==> src/rtl/mop_accum_ctrl_if.sv <==
// Operand/result handshake bundle for mop_accum_ctrl.
// Latency: none, wiring only.
// Backpressure: in_valid/in_ready on the operand side, out_valid/out_ready on the result side.
//
// Signals:
//   start, op_count     job request and operand count (requester -> controller)
//   in_valid, in_data   operand stream (requester -> controller)
//   in_ready            operand accept (controller -> requester)
//   out_valid, out_sum  result (controller -> consumer)
//   out_ready           result consume (consumer -> controller)
//   busy                controller is not idle
// master = requester/consumer side, slave = controller side.
`timescale 1ns/1ps
interface mop_accum_ctrl_if #(
    parameter int WIDTH = 7,
    parameter int CNT_W = 4,
    parameter int OUT_W = 10
);
    logic             start;
    logic [CNT_W-1:0] op_count;
    logic             in_valid;
    logic [WIDTH-1:0] in_data;
    logic             in_ready;
    logic             out_valid;
    logic [OUT_W-1:0] out_sum;
    logic             out_ready;
    logic             busy;

    modport master (
        output start, op_count, in_valid, in_data, out_ready,
        input  in_ready, out_valid, out_sum, busy
    );

    modport slave (
        input  start, op_count, in_valid, in_data, out_ready,
        output in_ready, out_valid, out_sum, busy
    );
endinterface

==> src/rtl/mop_accum_ctrl.sv <==
// Serial multi-operand adder: folds each operand into one carry-save stage, then resolves S/C to binary.
// Latency: 1 cycle per accepted operand, then RESOLVE of up to OUT_W+1 cycles (exactly 1 with MOP_FAST_CPA_EN).
// Backpressure: in_ready only in ACCUM (stalls on in_valid=0); result held in DONE until out_ready.
//
// Ports:
//   clk        clock, rising edge
//   rst        asynchronous active-high reset; aborts any job, no partial result
//   s_if       slave side of mop_accum_ctrl_if (start/op_count, operand stream,
//              result stream, busy)
//
// Build option: define MOP_FAST_CPA_EN to resolve S+C with a single OUT_W-bit
// adder in one cycle; otherwise the iterative half-adder loop is used.
`timescale 1ns/1ps
module mop_accum_ctrl #(
    parameter int WIDTH   = 7,
    parameter int MAX_OPS = 8,
    parameter int CNT_W   = 4,
    parameter int OUT_W   = 10
) (
    input  logic            clk,
    input  logic            rst,
    mop_accum_ctrl_if.slave s_if
);

    typedef enum logic [1:0] {
        ST_IDLE    = 2'd0,
        ST_ACCUM   = 2'd1,
        ST_RESOLVE = 2'd2,
        ST_DONE    = 2'd3
    } state_t;

    localparam logic [CNT_W-1:0] MAX_OPS_C = CNT_W'(MAX_OPS);
    localparam logic [CNT_W-1:0] ONE_C     = CNT_W'(1);

    state_t           r_state;
    logic [OUT_W-1:0] r_s;
    logic [OUT_W-1:0] r_c;
    logic [CNT_W-1:0] r_rem;
    logic [OUT_W-1:0] r_sum;

    state_t           w_state_nxt;
    logic [OUT_W-1:0] w_s_nxt;
    logic [OUT_W-1:0] w_c_nxt;
    logic [CNT_W-1:0] w_rem_nxt;
    logic [OUT_W-1:0] w_sum_nxt;

    // Operand zero-extended to the accumulator width.
    logic [OUT_W-1:0] w_x;
    // Majority of S, C and the operand: the carry bits before the shift.
    logic [OUT_W-1:0] w_maj;
    // Carry of the S/C half-add used by the iterative resolve loop.
    logic [OUT_W-1:0] w_hc;
    logic             w_accept;

    assign w_x      = {{(OUT_W-WIDTH){1'b0}}, s_if.in_data};
    assign w_maj    = (r_s & r_c) | (r_s & w_x) | (r_c & w_x);
    assign w_hc     = r_s & r_c;
    assign w_accept = (r_state == ST_ACCUM) && s_if.in_valid;

    // Next-state and datapath update; everything holds unless a branch says otherwise.
    always_comb begin
        w_state_nxt = r_state;
        w_s_nxt     = r_s;
        w_c_nxt     = r_c;
        w_rem_nxt   = r_rem;
        w_sum_nxt   = r_sum;

        unique case (r_state)
            ST_IDLE: begin
                if (s_if.start) begin
                    w_s_nxt = '0;
                    w_c_nxt = '0;
                    if (s_if.op_count == '0) begin
                        // Empty job: S=C=0, so resolve yields 0 on its first cycle.
                        w_rem_nxt   = '0;
                        w_state_nxt = ST_RESOLVE;
                    end else begin
                        w_rem_nxt   = (s_if.op_count > MAX_OPS_C) ? MAX_OPS_C : s_if.op_count;
                        w_state_nxt = ST_ACCUM;
                    end
                end
            end

            ST_ACCUM: begin
                if (w_accept) begin
                    w_s_nxt   = r_s ^ r_c ^ w_x;
                    // The top majority bit is dropped: OUT_W is sized so the
                    // true sum never needs it.
                    w_c_nxt   = {w_maj[OUT_W-2:0], 1'b0};
                    w_rem_nxt = r_rem - ONE_C;
                    // r_rem is never 0 while in ACCUM, so 1 means this is the last operand.
                    if (r_rem == ONE_C) begin
                        w_state_nxt = ST_RESOLVE;
                    end
                end
            end

            ST_RESOLVE: begin
`ifdef MOP_FAST_CPA_EN
                w_sum_nxt   = r_s + r_c;
                w_state_nxt = ST_DONE;
`else
                // Each pass is a half-add of S and C; the lowest set carry bit
                // moves up at least one position, so C drains within OUT_W passes.
                if (r_c == '0) begin
                    w_sum_nxt   = r_s;
                    w_state_nxt = ST_DONE;
                end else begin
                    w_s_nxt = r_s ^ r_c;
                    w_c_nxt = {w_hc[OUT_W-2:0], 1'b0};
                end
`endif
            end

            ST_DONE: begin
                if (s_if.out_ready) begin
                    w_state_nxt = ST_IDLE;
                end
            end

            default: begin
                w_state_nxt = ST_IDLE;
            end
        endcase
    end

    always_ff @(posedge clk or posedge rst) begin
        if (rst) begin
            r_state <= ST_IDLE;
            r_s     <= '0;
            r_c     <= '0;
            r_rem   <= '0;
            r_sum   <= '0;
        end else begin
            r_state <= w_state_nxt;
            r_s     <= w_s_nxt;
            r_c     <= w_c_nxt;
            r_rem   <= w_rem_nxt;
            r_sum   <= w_sum_nxt;
        end
    end

    // Handshake outputs come straight from the state register, never from inputs.
    assign s_if.in_ready  = (r_state == ST_ACCUM);
    assign s_if.out_valid = (r_state == ST_DONE);
    assign s_if.busy      = (r_state != ST_IDLE);
    assign s_if.out_sum   = r_sum;

endmodule

==> src/flat_wrapper.sv <==
// flat-port wrapper written by rule: the top's interface ports become plain ports
module mop_accum_ctrl_flat 
#(
    parameter int WIDTH   = 7,
    parameter int MAX_OPS = 8,
    parameter int CNT_W   = 4,
    parameter int OUT_W   = 10
)
  (clk, rst, s_if_start, s_if_op_count, s_if_in_valid, s_if_in_data, s_if_out_ready, s_if_in_ready, s_if_out_valid, s_if_out_sum, s_if_busy);
  mop_accum_ctrl_if #(.WIDTH(WIDTH), .CNT_W(CNT_W), .OUT_W(OUT_W)) s_if_i ();
  input  logic clk;
  input  logic rst;
  input wire logic [$bits(s_if_i.start)-1:0] s_if_start;
  input wire logic [$bits(s_if_i.op_count)-1:0] s_if_op_count;
  input wire logic [$bits(s_if_i.in_valid)-1:0] s_if_in_valid;
  input wire logic [$bits(s_if_i.in_data)-1:0] s_if_in_data;
  input wire logic [$bits(s_if_i.out_ready)-1:0] s_if_out_ready;
  output wire logic [$bits(s_if_i.in_ready)-1:0] s_if_in_ready;
  output wire logic [$bits(s_if_i.out_valid)-1:0] s_if_out_valid;
  output wire logic [$bits(s_if_i.out_sum)-1:0] s_if_out_sum;
  output wire logic [$bits(s_if_i.busy)-1:0] s_if_busy;
  assign s_if_i.start = s_if_start;
  assign s_if_i.op_count = s_if_op_count;
  assign s_if_i.in_valid = s_if_in_valid;
  assign s_if_i.in_data = s_if_in_data;
  assign s_if_i.out_ready = s_if_out_ready;
  assign s_if_in_ready = s_if_i.in_ready;
  assign s_if_out_valid = s_if_i.out_valid;
  assign s_if_out_sum = s_if_i.out_sum;
  assign s_if_busy = s_if_i.busy;
  mop_accum_ctrl #(.WIDTH(WIDTH), .MAX_OPS(MAX_OPS), .CNT_W(CNT_W), .OUT_W(OUT_W)) u_core (.clk(clk), .rst(rst), .s_if(s_if_i));
endmodule
==> config.mk <==
export PLATFORM = sky130hd
export DESIGN_NAME = mop_accum_ctrl_flat
export DESIGN_NICKNAME = d
export VERILOG_FILES = /design/src/rtl/mop_accum_ctrl_if.sv /design/src/rtl/mop_accum_ctrl.sv /design/src/flat_wrapper.sv
export SDC_FILE = /design/constraint.sdc
export NUM_CORES = 1
export LEC_CHECK = 0
export BUFFER_PORTS_ARGS = -buffer_cell sky130_fd_sc_hd__buf_2
export CORE_ASPECT_RATIO = 0.6
export CORE_MARGIN = 2
export CORE_UTILIZATION = 57
export CTS_CLUSTER_SIZE = 28
export DETAILED_ROUTE_END_ITERATION = 10
export HOLD_SLACK_MARGIN = 0.02
export PLACE_DENSITY = 0.78
export REMOVE_ABC_BUFFERS = 1
export SYNTH_ARGS = -nofsm -noshare
export SYNTH_HDL_FRONTEND = slang
export SYNTH_SLANG_ARGS = --single-unit
export TNS_END_PERCENT = 100
==> constraint.sdc <==
create_clock -name clk -period 3.13 [get_ports clk]
set_clock_uncertainty 0.2 [all_clocks]
set_input_delay 0.1565 -clock clk [delete_from_list [all_inputs] [get_ports clk]]
set_output_delay 0.1565 -clock clk [all_outputs]
set_load 0.005 [all_outputs]
## After elaboration in Yosys (flattened, before gate mapping)

Cells that the tools add are included.

- Input bits: 16
- Output and inout bits: 13
- Logic and storage cells: 54
- Bits in registers: 36

- Mux-type cells: 19
- $lt $le $gt $ge: 1
- Equal/unequal tests: 10
- Bitwise logic cells: 7
- $add $sub $neg: 1
- Reduce and logical (&&, ||, !) cells: 11

Operators with widths:

| kind | count |
|---|---|
| case mux 10 bit (3 select lines) | 2 |
| two-way mux 10 bit | 5 |
| bitwise AND 9 x 7 -> 9 bit | 2 |
| bitwise OR 9 bit | 2 |
| two-way mux 4 bit | 4 |
| two-way mux 2 bit | 6 |
| logical NOT 10 bit | 1 |
| bitwise XOR 10 bit | 1 |
| bitwise XOR 10 x 7 -> 10 bit | 1 |
| bitwise AND 9 bit | 1 |
| case mux 2 bit (4 select lines) | 1 |
| case mux 4 bit (2 select lines) | 1 |
| != test 2 x 1 -> 1 bit, second input constant | 3 |
| != test 2 bit, second input constant | 3 |
| AND reduction 5 bit | 1 |
| == test 2 bit, second input constant | 2 |
| == test 4 x 1 -> 1 bit, second input constant | 1 |
| greater-than comparator 4 bit, second input constant | 1 |
| logical NOT 4 bit | 1 |
| AND reduction 4 bit | 1 |
| nonzero test 2 bit | 2 |
| subtractor 4 x 1 -> 4 bit, second input constant | 1 |
| AND reduction 3 bit | 1 |
| nonzero test 3 bit | 1 |
| 4 further kinds | 4 |

## Logic depth before layout (Yosys ltp)

Gate-level depths: netlist of run 1.

- Depth in word-level cells: 5
- Depth in mapped cells: 8
- Mapped depth without buffers: 6

## Worst setup path after synthesis of run 1

OpenSTA, ideal clock, no wires.

- Path kind: register to register
- Start: reg u_core.r_state[0]
- End: reg u_core.r_s[2]
- Path buffers: 2
- Stages on the path, launching flop included: 9
- Required time: 2,805 ps
- Library setup time: 125 ps
- Period minus slack after synthesis: 2,569 ps
- Arrival: 2,244 ps
- Path slack: 561 ps
- Cell sequence: dfrtp_1 -> inv_1 -> ha_1 -> or4b_1 -> or4_4 -> buf_6 -> nand2_4 -> buf_12 -> mux2_4

- Longest elaborated chain between the ends: 4
- Elaborated cells on any way between the ends: 10
- Classes of those cells: 5 x eq/ne; 1 x mux; 4 x reduce/logical

RTL lines:

| element | line | source |
|---|---|---|
| from (decl) | mop_accum_ctrl.sv:35 | `state_t r_state;` |
| from (signal assigned) | mop_accum_ctrl.sv:135 | `r_state <= w_state_nxt;` |
| == test 2 x 1 -> 1 bit | mop_accum_ctrl.sv:58, mop_accum_ctrl.sv:68 |  |
| logical AND 1 bit | mop_accum_ctrl.sv:58 | `assign w_accept = (r_state == ST_ACCUM) && s_if.in_valid;` |
| != test 2 x 1 -> 1 bit (no source line) | n/a |  |
| AND reduction 4 bit (no source line) | n/a |  |
| to (signal assigned) | mop_accum_ctrl.sv:136 | `r_s <= w_s_nxt;` |
| to (decl) | mop_accum_ctrl.sv:36 | `logic [OUT_W-1:0] r_s;` |

Several ways; a longest one is shown, not always the timed one.
A chain may end at the register's enable or synchronous reset.

## Final worst setup path of run 1

- Start: reg u_core.r_state[0]
- End: reg u_core.r_s[6]

Same word-level chain as after synthesis.

==> flow_metrics.env, run 1 <==
export IMPL_synthFlopType="dfrtp_1"
export IMPL_hold_class="input port to register"
export IMPL_yosysUniqueCellTypes=34
export IMPL_maxCapViolCount=0
export IMPL_critPathRequiredTime_ns=3.11
export IMPL_synthMuxAreaShare_pct=16.1
export IMPL_crit_family="simple AND/OR/NAND/NOR gates"
export IMPL_peakVddDrop_mv=0.521
export IMPL_critPathBufInv=1
export IMPL_leakagePower_nw=1.27
export IMPL_cts_inserted_buffers=5
export IMPL_numPortBuffers=28
export IMPL_ioPinCount=29
export IMPL_rsz0062_at_grt="no"
export IMPL_drt_iter0_markers=83
export IMPL_grt_util_all_layers_pct=22.9
export IMPL_slew_viol_final=0
export IMPL_cts_sinks=35
export IMPL_cp_end_kind="register"
export IMPL_dr_pass1_iters=4
export IMPL_synth_edf_count=0
export IMPL_insertedDiodeCount=0
export IMPL_arrival_ns=2.60
export IMPL_synth_compound_area_share_pct=11.4
export IMPL_synth_warnings=0
export IMPL_cts_setup_buffers=0
export IMPL_status="finished, final reports clean"
export IMPL_fp_row_count=17
export IMPL_dp_hpwl_mm=3.03
export IMPL_synth_seq_cells=35
export IMPL_setup_slack_ns=0.509
export IMPL_power_share_switching_pct=40.8
export IMPL_power_density_nw_per_um2=885
export IMPL_finalCritPeriodShare_pct=83.7
export IMPL_setup_viol=0
export IMPL_grt_pass1_vias=1508
export IMPL_fillCellCount=302
export IMPL_critical_path_max_stage_delay_ns=0.45
export IMPL_yosys_area_share_simple_pct=11.0
export IMPL_drive_above_1_share_pct=32.9
export IMPL_cp_slowest_cell="or4b_1"
export IMPL_die_x_um=82.6
export IMPL_insertion_delay_ns=0.29
export IMPL_vias=1466
export IMPL_coreArea_um2=3620
export IMPL_ys_top_cells_by_area="dfrtp_1 (41%), ha_1 (9.5%), mux2_4 (9.2%), mux2_2 (5.9%), fa_1 (5.7%)"
export IMPL_power_report_internal_total_w=0.00126
export IMPL_drt_wirelength_per_cell_um=16.3
export IMPL_path_cells="inv_1 > ha_1 > or4b_1 > or4_4 > nand2_4 > mux2_2"
export IMPL_cp_start_kind="register"
export IMPL_synth_avg_cell_area_um2=12.2
export IMPL_fmax_mhz=382
export IMPL_antenna_left=0
export IMPL_drc=0
export IMPL_final_hold_viol_count=0
export IMPL_finalCriticalPeriod_ns=2.62
export IMPL_timing_critical_path_fanout_max=18
export IMPL_synthDominantCellAreaShare_pct=41.5
export IMPL_gr_total_overflow=0
export IMPL_start_util_pct=58.4
export IMPL_cts_tree="done"
export IMPL_synth_top_family_by_area="multiplexers"
export IMPL_synth_top_area_cell="dfrtp_1"
export IMPL_syn_inst=173
export IMPL_ctsHoldBuffers=4
export IMPL_synthAdderAreaFrac_pct=15.2
export IMPL_globalplace_congestion=0.807
export IMPL_place_ws_ns=0.503
export IMPL_clkPwrFrac_pct=15.4
export IMPL_grt_pass1_wl_mm=7.04
export IMPL_grt_start_max_net_pins=36
export IMPL_p_seq_share_pct=32.6
export IMPL_area_growth_pct=14.0
export IMPL_dieArea_um2=4220
export IMPL_wl_mm=4.19
export IMPL_seq_area_frac_synth_pct=41.5
export IMPL_die_h_um=51.1
export IMPL_cts_resized=0
export IMPL_final_setup_tns_ns=0
export IMPL_clockBufferDepth=2
export IMPL_htreeDepth=2
export IMPL_nNetsFinal=247
export IMPL_vias_per_cell=5.70
export IMPL_clkTransAtPathRegs_ns=0.08
export IMPL_netlist_area_um2=2110
export IMPL_critPathKind="register to register"
export IMPL_slew_headroom_pct=47.2
export IMPL_grt_antenna_before_repair=0
export IMPL_p_sw_w=0.000869
export IMPL_cts_root_buffer="clkbuf_8"
export IMPL_combPwrFrac_pct=52.0
export IMPL_tightestPinTransition_ns=0.785
export IMPL_async_flop_share_pct=100
export IMPL_synth_xor_area_share_pct=0
sequential cells by signal (all words and copies together), names as in the netlist:
register             count
u_core.s_if.out_sum     10
u_core.r_s              10
u_core.r_rem             4
u_core.r_c               9
u_core.r_state           2
cell usage in the layout (no fill, tap or decap), types with 2 or more instances in the layout:
master and count:
a22o_1 12, mux2i_1 2, nand2_1 4, mux2_4 13, o21a_1 3, nor2_1 4, nor2b_1 4, dfrtp_1 35
ha_1 16, buf_2 28, nand4_1 3, dlygate4sd3_1 4, fa_1 6, and2_1 2, clkbuf_8 5, nor4_1 2
buf_4 4, o21ai_0 5, nand3_1 5, nor3b_1 2, or4_4 2, inv_1 12, a21oi_1 5, nor3_1 6
mux2_2 11, a21bo_2 3
per-stage QoR:
stage / std cells / util (%) / hold WS, ns / power [W] / instance area [µm²]
final: 257 / 66.6 / 0.127 / 0.00213 / 2410
after global routing: 257 / 66.6 / 0.155 / 0.00230 / 2410
after CTS: 257 / 66.6 / 0.111 / 0.00214 / 2410
after detailed placement: 245 / 63.1 / 0.0771 / 0.00180 / 2280
after global placement: 245 / 63.1 / 0.0754 / 0.00173 / 2280
after floorplan: 166 / - / 0.111 / 0.00148 / 2050
final cells by class:
cell class / instances / area [µm²] / area share [%]
sequential: 35 / 876 / 36.4
clock inverter: 2 / 12.5 / 0.520
multi-input combinational: 119 / 1130 / 47.0
timing repair buffer: 36 / 210 / 8.73
clock buffer: 6 / 72.6 / 3.01
tap: 47 / 58.8 / 2.44
inverter: 12 / 45.0 / 1.87
cells in the mapped netlist (2+ instances only):
library cell / count
a21oi_1: 5
or4_4: 2
o21ai_0: 5
a22o_1: 12
o21a_1: 3
clkbuf_1: 4
nor3_1: 6
mux2i_1: 2
nand3_1: 5
nor3b_1: 2
nor2b_1: 4
mux2_4: 13
dfrtp_1: 35
nor4_1: 2
and2_1: 2
nand4_1: 3
inv_1: 12
fa_1: 6
ha_1: 16
mux2_2: 11
nor2_1: 4
buf_6: 2
nand2_1: 4
a21bo_2: 3
worst min-delay path: cells and delay by family:
family	cells	cell delay, ns
AO/OA/AOI/OAI	2	0.20
buffers and inverters	1	0.11
AND/OR/NAND/NOR	1	0.13
final timing paths:
kind	from	end	slack (ns)	cells past startpoint
setup / recovery	u_core.r_state[0]$_DFFE_PP0P_	u_core.r_s[6]$_DFFE_PP0P_	0.51	6
hold / removal	s_if_op_count[0]	u_core.r_rem[0]$_DFFE_PP0P_	0.13	4
setup reg to reg	u_core.r_state[0]$_DFFE_PP0P_	u_core.r_s[6]$_DFFE_PP0P_	0.51	6
hold reg to reg	u_core.s_if.out_sum[5]$_DFFE_PP0P_	u_core.s_if.out_sum[5]$_DFFE_PP0P_	0.31	1
max in group asynchronous	rst	u_core.r_rem[2]$_DFFE_PP0P_	2.11	4
min in group asynchronous	rst	u_core.r_state[0]$_DFFE_PP0P_	0.29	4
routing by layer:
metal | up-vias | track usage [%] | wire, µm
met5 | - | 0 | 0
met4 | 0 | 6.01 | 39
met3 | 4 | 7.24 | 185
met2 | 35 | 36.4 | 2050
met1 | 729 | 30.5 | 1920
li1 | 698 | - | -
logic make-up (layout without fill, tap and decap cells):
group,count (synthesis),in the layout
adders and majority gates,22,22
AOI/OAI and AO/OA,32,32
muxes,26,26
DFF,35,35
buffers and inverters,19,56
and+or+nand+nor,39,39
power groups by stage:
stage	Sequential, W	Combinational [W]	Clock (W)
6_report	0.000695	0.00111	0.000327
5_1_grt	0.000715	0.00123	0.000357
4_1_cts	0.000696	0.00111	0.000336
3_5_place_dp	0.000702	0.00110	0
3_3_place_gp	0.000690	0.00104	0
2_1_floorplan	0.000681	0.000799	0
Note: power is estimated with default switching activity, not from simulation.
==> run 2: changes to the inputs <==
ABC_AREA = 1   (was not set)
CORE_UTILIZATION = 52   (was 57)
PLACE_DENSITY = 0.75   (was 0.78)
clock period = 2.2 ns   (was 3.13 ns; I/O delays follow)
==> run 2 against run 1 <==
  * First-iteration DRC count grew 61%
  * Via count grew 25%
  * Hold slack lost 0.052 ns
==> flow_metrics.env, run 2 <==
export IMPL_status="finished, final reports clean"
export IMPL_finalCriticalPeriod_ns=1.99
export IMPL_critPathKind="register to register"
export IMPL_start_util_pct=53.4
export IMPL_hold_class="input port to register"
export IMPL_final_cell_mix="nand2_1 (113), dfrtp_1 (35), nand3_1 (34)"
export IMPL_dieArea_um2=4710
export IMPL_maxCapViolCount=0
export IMPL_leakagePower_nw=1.48
export IMPL_drt_iter0_markers=134
export IMPL_synthFlopType="dfrtp_1"
export IMPL_seq_area_frac_synth_pct=40.5
export IMPL_drc=0
export IMPL_ctsHoldBuffers=5
export IMPL_timing_critical_path_fanout_max=15
export IMPL_mostFrequentLayoutCell="nand2_1"
export IMPL_grt_pass1_vias=1647
export IMPL_netlist_area_um2=2160
export IMPL_cts_tree="done"
export IMPL_slew_headroom_pct=69.4
export IMPL_cts_sinks=35
export IMPL_arrival_ns=2.01
export IMPL_cts_resized=0
export IMPL_rsz0062_at_grt="no"
export IMPL_cts_inserted_buffers=5
export IMPL_fillCellCount=361
export IMPL_final_setup_tns_ns=0
export IMPL_htreeDepth=2
export IMPL_syn_inst=273
export IMPL_async_flop_share_pct=100
export IMPL_synth_warnings=0
export IMPL_ys_top_cells_by_area="dfrtp_1 (40%), nand2_1 (20%), ha_1 (9.2%), nand3_1 (7.9%), fa_1 (5.5%)"
export IMPL_globalplace_congestion=0.827
export IMPL_grt_antenna_before_repair=0
export IMPL_insertion_delay_ns=0.29
export IMPL_wl_mm=4.34
export IMPL_fp_row_count=18
export IMPL_synth_seq_cells=35
export IMPL_gr_total_overflow=0
export IMPL_numPortBuffers=28
export IMPL_synthDominantCellAreaShare_pct=40.5
export IMPL_synth_avg_cell_area_um2=7.93
export IMPL_critPathRequiredTime_ns=2.22
export IMPL_yosysMostFrequentCell="nand2_1"
export IMPL_antenna_left=0
export IMPL_clockBufferDepth=2
export IMPL_drive_above_1_share_pct=15.4
export IMPL_drt_wirelength_per_cell_um=12.0
export IMPL_cts_root_buffer="clkbuf_8"
export IMPL_die_x_um=87.3
export IMPL_cp_end_kind="register"
export IMPL_slew_viol_final=0
export IMPL_netlist_top_cells_count="nand2_1 (113), dfrtp_1 (35), nand3_1 (34)"
export IMPL_synth_edf_count=0
export IMPL_vias=1836
export IMPL_final_hold_viol_count=0
export IMPL_fmax_mhz=502
export IMPL_cts_setup_buffers=0
export IMPL_finalCritPeriodShare_pct=90.5
export IMPL_setup_slack_ns=0.209
export IMPL_total_power_w=0.00285
export IMPL_peakVddDrop_mv=0.404
export IMPL_grt_start_max_net_pins=36
export IMPL_die_h_um=54.0
export IMPL_clkTransAtPathRegs_ns=0.07
export IMPL_grt_util_all_layers_pct=21.4
export IMPL_nNetsFinal=349
export IMPL_vias_per_cell=5.07
export IMPL_insertedDiodeCount=0
export IMPL_dp_hpwl_mm=3.16
export IMPL_area_growth_pct=16.4
export IMPL_coreArea_um2=4050
export IMPL_place_ws_ns=0.250
export IMPL_dr_pass1_iters=4
export IMPL_ioPinCount=29
export IMPL_tightestPinTransition_ns=0.459
export IMPL_yosysUniqueCellTypes=25
export IMPL_cp_start_kind="register"
export IMPL_synth_top_area_cell="dfrtp_1"
export IMPL_grt_pass1_wl_mm=7.57
export IMPL_setup_viol=0
export IMPL_power_density_nw_per_um2=1130
==> run 2: final cells by class <==
cell class	instances	area [µm²]	share of cell area (%)
Sequential cell	35	876	34.8
Timing Repair Buffer	39	235	9.33
Clock buffer	6	82.6	3.28
Tap cell	50	62.6	2.48
Multi-Input combinational cell	208	1150	45.5
Inverter	22	82.6	3.28
Clock inverter	2	35.0	1.39
==> run 2: per-layer routing <==
layer | vias to the layer above | part of all wire [%] | wire length (µm) | global-route usage (%)
met5 | - | 0 | 0 | 0
met4 | 0 | 0.53 | 23 | 6.41
met3 | 2 | 6.0 | 260 | 5.06
met2 | 42 | 41 | 1760 | 31.2
met1 | 854 | 53 | 2300 | 31.6
li1 | 938 | - | - | -
==> run 2: cells by family after synthesis <==
logic type               after synthesis  synth area share [%]
AND/OR/NAND/NOR                      168                  32.7
buffers and inverters                 30                  6.59
XOR/XNOR                               3                  1.21
AO/OA/AOI/OAI                         15                  4.28
flip-flops                            35                  40.5
adder cells (fa/ha/maj)               22                  14.8
==> run 2: path summary, 6_finish.rpt <==
check                                                     endpoint                                from  slack, ns  cells after the start
worst max-delay path                     u_core.r_c[9]$_DFFE_PP0P_       u_core.r_state[0]$_DFFE_PP0P_       0.21                      8
worst min-delay path                   u_core.r_rem[3]$_DFFE_PP0P_                    s_if_op_count[3]       0.07                      5
worst max register to register           u_core.r_c[9]$_DFFE_PP0P_       u_core.r_state[0]$_DFFE_PP0P_       0.21                      8
worst min register to register  u_core.s_if.out_sum[1]$_DFFE_PP0P_  u_core.s_if.out_sum[1]$_DFFE_PP0P_       0.27                      2
max in group asynchronous                u_core.r_c[2]$_DFFE_PP0P_                                 rst       1.22                      4
min in group asynchronous            u_core.r_state[0]$_DFFE_PP0P_                                 rst       0.26                      4
==> run 2: critical path: stages (launching register included) <==
cell and delay [ns]:
dfrtp_1 0.43, inv_1 0.09, ha_1 0.32, nand2_1 0.06, inv_1 0.36, nor2_1 0.17
nor2_1 0.14, nand3_1 0.09, nand2_1 0.08
==> run 2: report_power, final <==
| group | internal (W) | total, W | switching [W] | leakage (nW) |
|---|---|---|---|---|
| sequential | 0.000797 | 0.000941 | 0.000144 | 0.477 |
| combinational | 0.000461 | 0.00131 | 0.000854 | 0.941 |
| clock | 0.000366 | 0.000594 | 0.000228 | 0.0612 |
==> run 2: stage by stage <==
step | hold WS (ns) | instance area [µm²] | instances | utilization [%]
global placement | 0.0323 | 2350 | 349 | 58.0
CTS | 0.0518 | 2520 | 362 | 62.2
finish | 0.0748 | 2520 | 362 | 62.2
detailed placement | 0.0354 | 2350 | 349 | 58.0
global route | 0.134 | 2520 | 362 | 62.2
floorplan | 0.0643 | 2100 | 265 | -
==> run 3: changes to the inputs <==
BUFFER_PORTS_ARGS = -buffer_cell sky130_fd_sc_hd__clkbuf_2   (was -buffer_cell sky130_fd_sc_hd__buf_2)
==> run 3 against run 2 <==
  * Sequential cell count unchanged
  * Clock-buffer cell count unchanged
  * Sequential share of layout area down 0.086 points
  * First-iteration DRC count down 8.2%
  * Utilization up 0.15 points
  * Maximum frequency down 1.0%
  * Register-to-register slack worse by 0.02 ns
  * Global-route usage up 0.17 points
  * Combinational power about the same
  * Die area unchanged
  * Via count down 1.0%
  * Cell area up 0.25%
  * Critical endpoint is now u_core.r_s[7]$_DFFE_PP0P_
  * Largest power group unchanged
==> flow_metrics.env, run 3 (synthesis results as in run 2) <==
export IMPL_power_density_nw_per_um2=1140
export IMPL_cp_end_kind="register"
export IMPL_numPortBuffers=28
export IMPL_gr_total_overflow=0
export IMPL_crit_path_end="u_core.r_s[7]$_DFFE_PP0P_"
export IMPL_cts_tree="done"
export IMPL_cts_inserted_buffers=5
export IMPL_drc=0
export IMPL_reg2reg_to="u_core.r_s[7]$_DFFE_PP0P_"
export IMPL_drt_iter0_markers=123
export IMPL_rsz0062_at_grt="no"
export IMPL_grt_pass1_vias=1548
export IMPL_area_growth_pct=16.7
export IMPL_startpoint="u_core.r_state[0]$_DFFE_PP0P_"
export IMPL_antenna_left=0
export IMPL_grt_pass1_wl_mm=7.41
export IMPL_start_util_pct=53.4
export IMPL_grt_util_met3_pct=7.06
export IMPL_die_x_um=87.3
export IMPL_slew_headroom_pct=69.8
export IMPL_tightestPinTransition_ns=0.453
export IMPL_wl_mm=4.54
export IMPL_peakVddDrop_mv=0.464
export IMPL_setup_viol=0
export IMPL_cts_setup_buffers=0
export IMPL_top_usage_layer="met2"
export IMPL_timing_critical_path_fanout_max=15
export IMPL_status="finished, final reports clean"
export IMPL_insertedDiodeCount=0
export IMPL_met2_usage_pct=31.9
export IMPL_coreArea_um2=4050
export IMPL_ioPinCount=29
export IMPL_drt_wirelength_per_cell_um=12.5
export IMPL_drive_above_1_share_pct=16.0
export IMPL_dieArea_um2=4710
export IMPL_globalplace_congestion=0.823
export IMPL_grt_util_all_layers_pct=21.5
export IMPL_cp_start_kind="register"
export IMPL_grt_antenna_before_repair=0
export IMPL_reg2reg_depth=8
export IMPL_cts_sinks=35
export IMPL_finalCritPeriodShare_pct=91.4
export IMPL_leakagePower_nw=1.47
export IMPL_fp_row_count=18
export IMPL_r2r_slack_ns=0.19
export IMPL_clkTransAtPathRegs_ns=0.07
export IMPL_nNetsFinal=349
export IMPL_vias=1817
export IMPL_dp_hpwl_mm=3.18
export IMPL_final_hold_viol_count=0
export IMPL_htreeDepth=2
export IMPL_fmax_mhz=497
export IMPL_critPathRequiredTime_ns=2.19
export IMPL_total_power_w=0.00288
export IMPL_dr_pass1_iters=5
export IMPL_clockBufferDepth=2
export IMPL_final_cell_mix="nand2_1 (113), dfrtp_1 (35), nand3_1 (34)"
export IMPL_mostFrequentLayoutCell="nand2_1"
export IMPL_worstReg2RegStart="u_core.r_state[0]$_DFFE_PP0P_"
export IMPL_grt_use_met1_pct=31.5
export IMPL_maxCapViolCount=0
export IMPL_final_setup_tns_ns=0
export IMPL_hold_class="input port to register"
export IMPL_finalCriticalPeriod_ns=2.01
export IMPL_critPathKind="register to register"
export IMPL_whs_path_depth=5
export IMPL_grt_start_max_net_pins=36
export IMPL_die_h_um=54.0
export IMPL_vias_per_cell=5.02
export IMPL_insertion_delay_ns=0.30
export IMPL_arrival_ns=2.00
export IMPL_slew_viol_final=0
export IMPL_cts_root_buffer="clkbuf_8"
run 3: cell types whose count changed in the layout (fill, tap and decap cells not counted), sizes merged:
cell / delta
buf: -28
clkbuf: +28
clkinvlp: +1
inv: -1
run 3: metrics by stage:
stage / std cells / hold WS, ns / setup slack (ns) / instance area (µm²) / util [%]
2_1_floorplan: 265 / 0.0643 / 0.164 / 2100 / -
3_3_place_gp: 349 / 0.0148 / 0.281 / 2350 / 58.0
3_5_place_dp: 349 / 0.0128 / 0.260 / 2350 / 58.0
4_1_cts: 362 / 0.0213 / 0.203 / 2520 / 62.2
5_1_grt: 362 / 0.0987 / 0.00893 / 2530 / 62.3
6_report: 362 / 0.0462 / 0.189 / 2530 / 62.3
run 3: layout make-up:
type / count / area [µm²]
clock inverter: 2 / 35.0
sequential: 35 / 876
clock buffer: 6 / 82.6
inverter: 22 / 86.3
tap: 50 / 62.6
multi-input combinational: 208 / 1150
timing repair buffer: 39 / 235
fill: 370 / 1530
run 3: worst max-delay path, stage by stage, from the launching register on:
cell	delay, ns
dfrtp_1	0.43
inv_1	0.10
ha_1	0.34
nand2_1	0.13
clkinvlp_4	0.26
nor2_2	0.24
nor2_1	0.06
nand3_1	0.08
nand2_1	0.06
run 3: how the worst min path moves through the flow:
stage	startpoint	end
finish	s_if_op_count[3]	u_core.r_rem[3]$_DFFE_PP0P_
global route	s_if_out_ready	u_core.r_state[1]$_DFFE_PP0P_
CTS	s_if_op_count[3]	u_core.r_rem[3]$_DFFE_PP0P_
detailed placement	rst	u_core.r_state[0]$_DFFE_PP0P_
global placement	rst	u_core.r_state[0]$_DFFE_PP0P_
floorplan	rst	u_core.r_c[1]$_DFFE_PP0P_
run 3: per-layer routing:
| layer | up-vias | wire [µm] |
|---|---|---|
| met2 | 46 | 1830 |
| li1 | 943 | - |
| met1 | 824 | 2430 |
| met5 | - | 0 |
| met4 | 0 | 38 |
| met3 | 4 | 236 |
run 3: power breakdown:
part | internal (W) | total (W) | switching [W]
Sequential | 0.000797 | 0.000948 | 0.000151
Combinational | 0.000464 | 0.00133 | 0.000869
Clock | 0.000366 | 0.000602 | 0.000236
Total | 0.00163 | 0.00288 | 0.00126
run 3: timing repair:
item                                    4_1_cts  5_1_grt
resized for setup                             0        2
hold endpoints to repair                     39        0
hold buffers                                  5        0
endpoints found under the setup margin        0        3
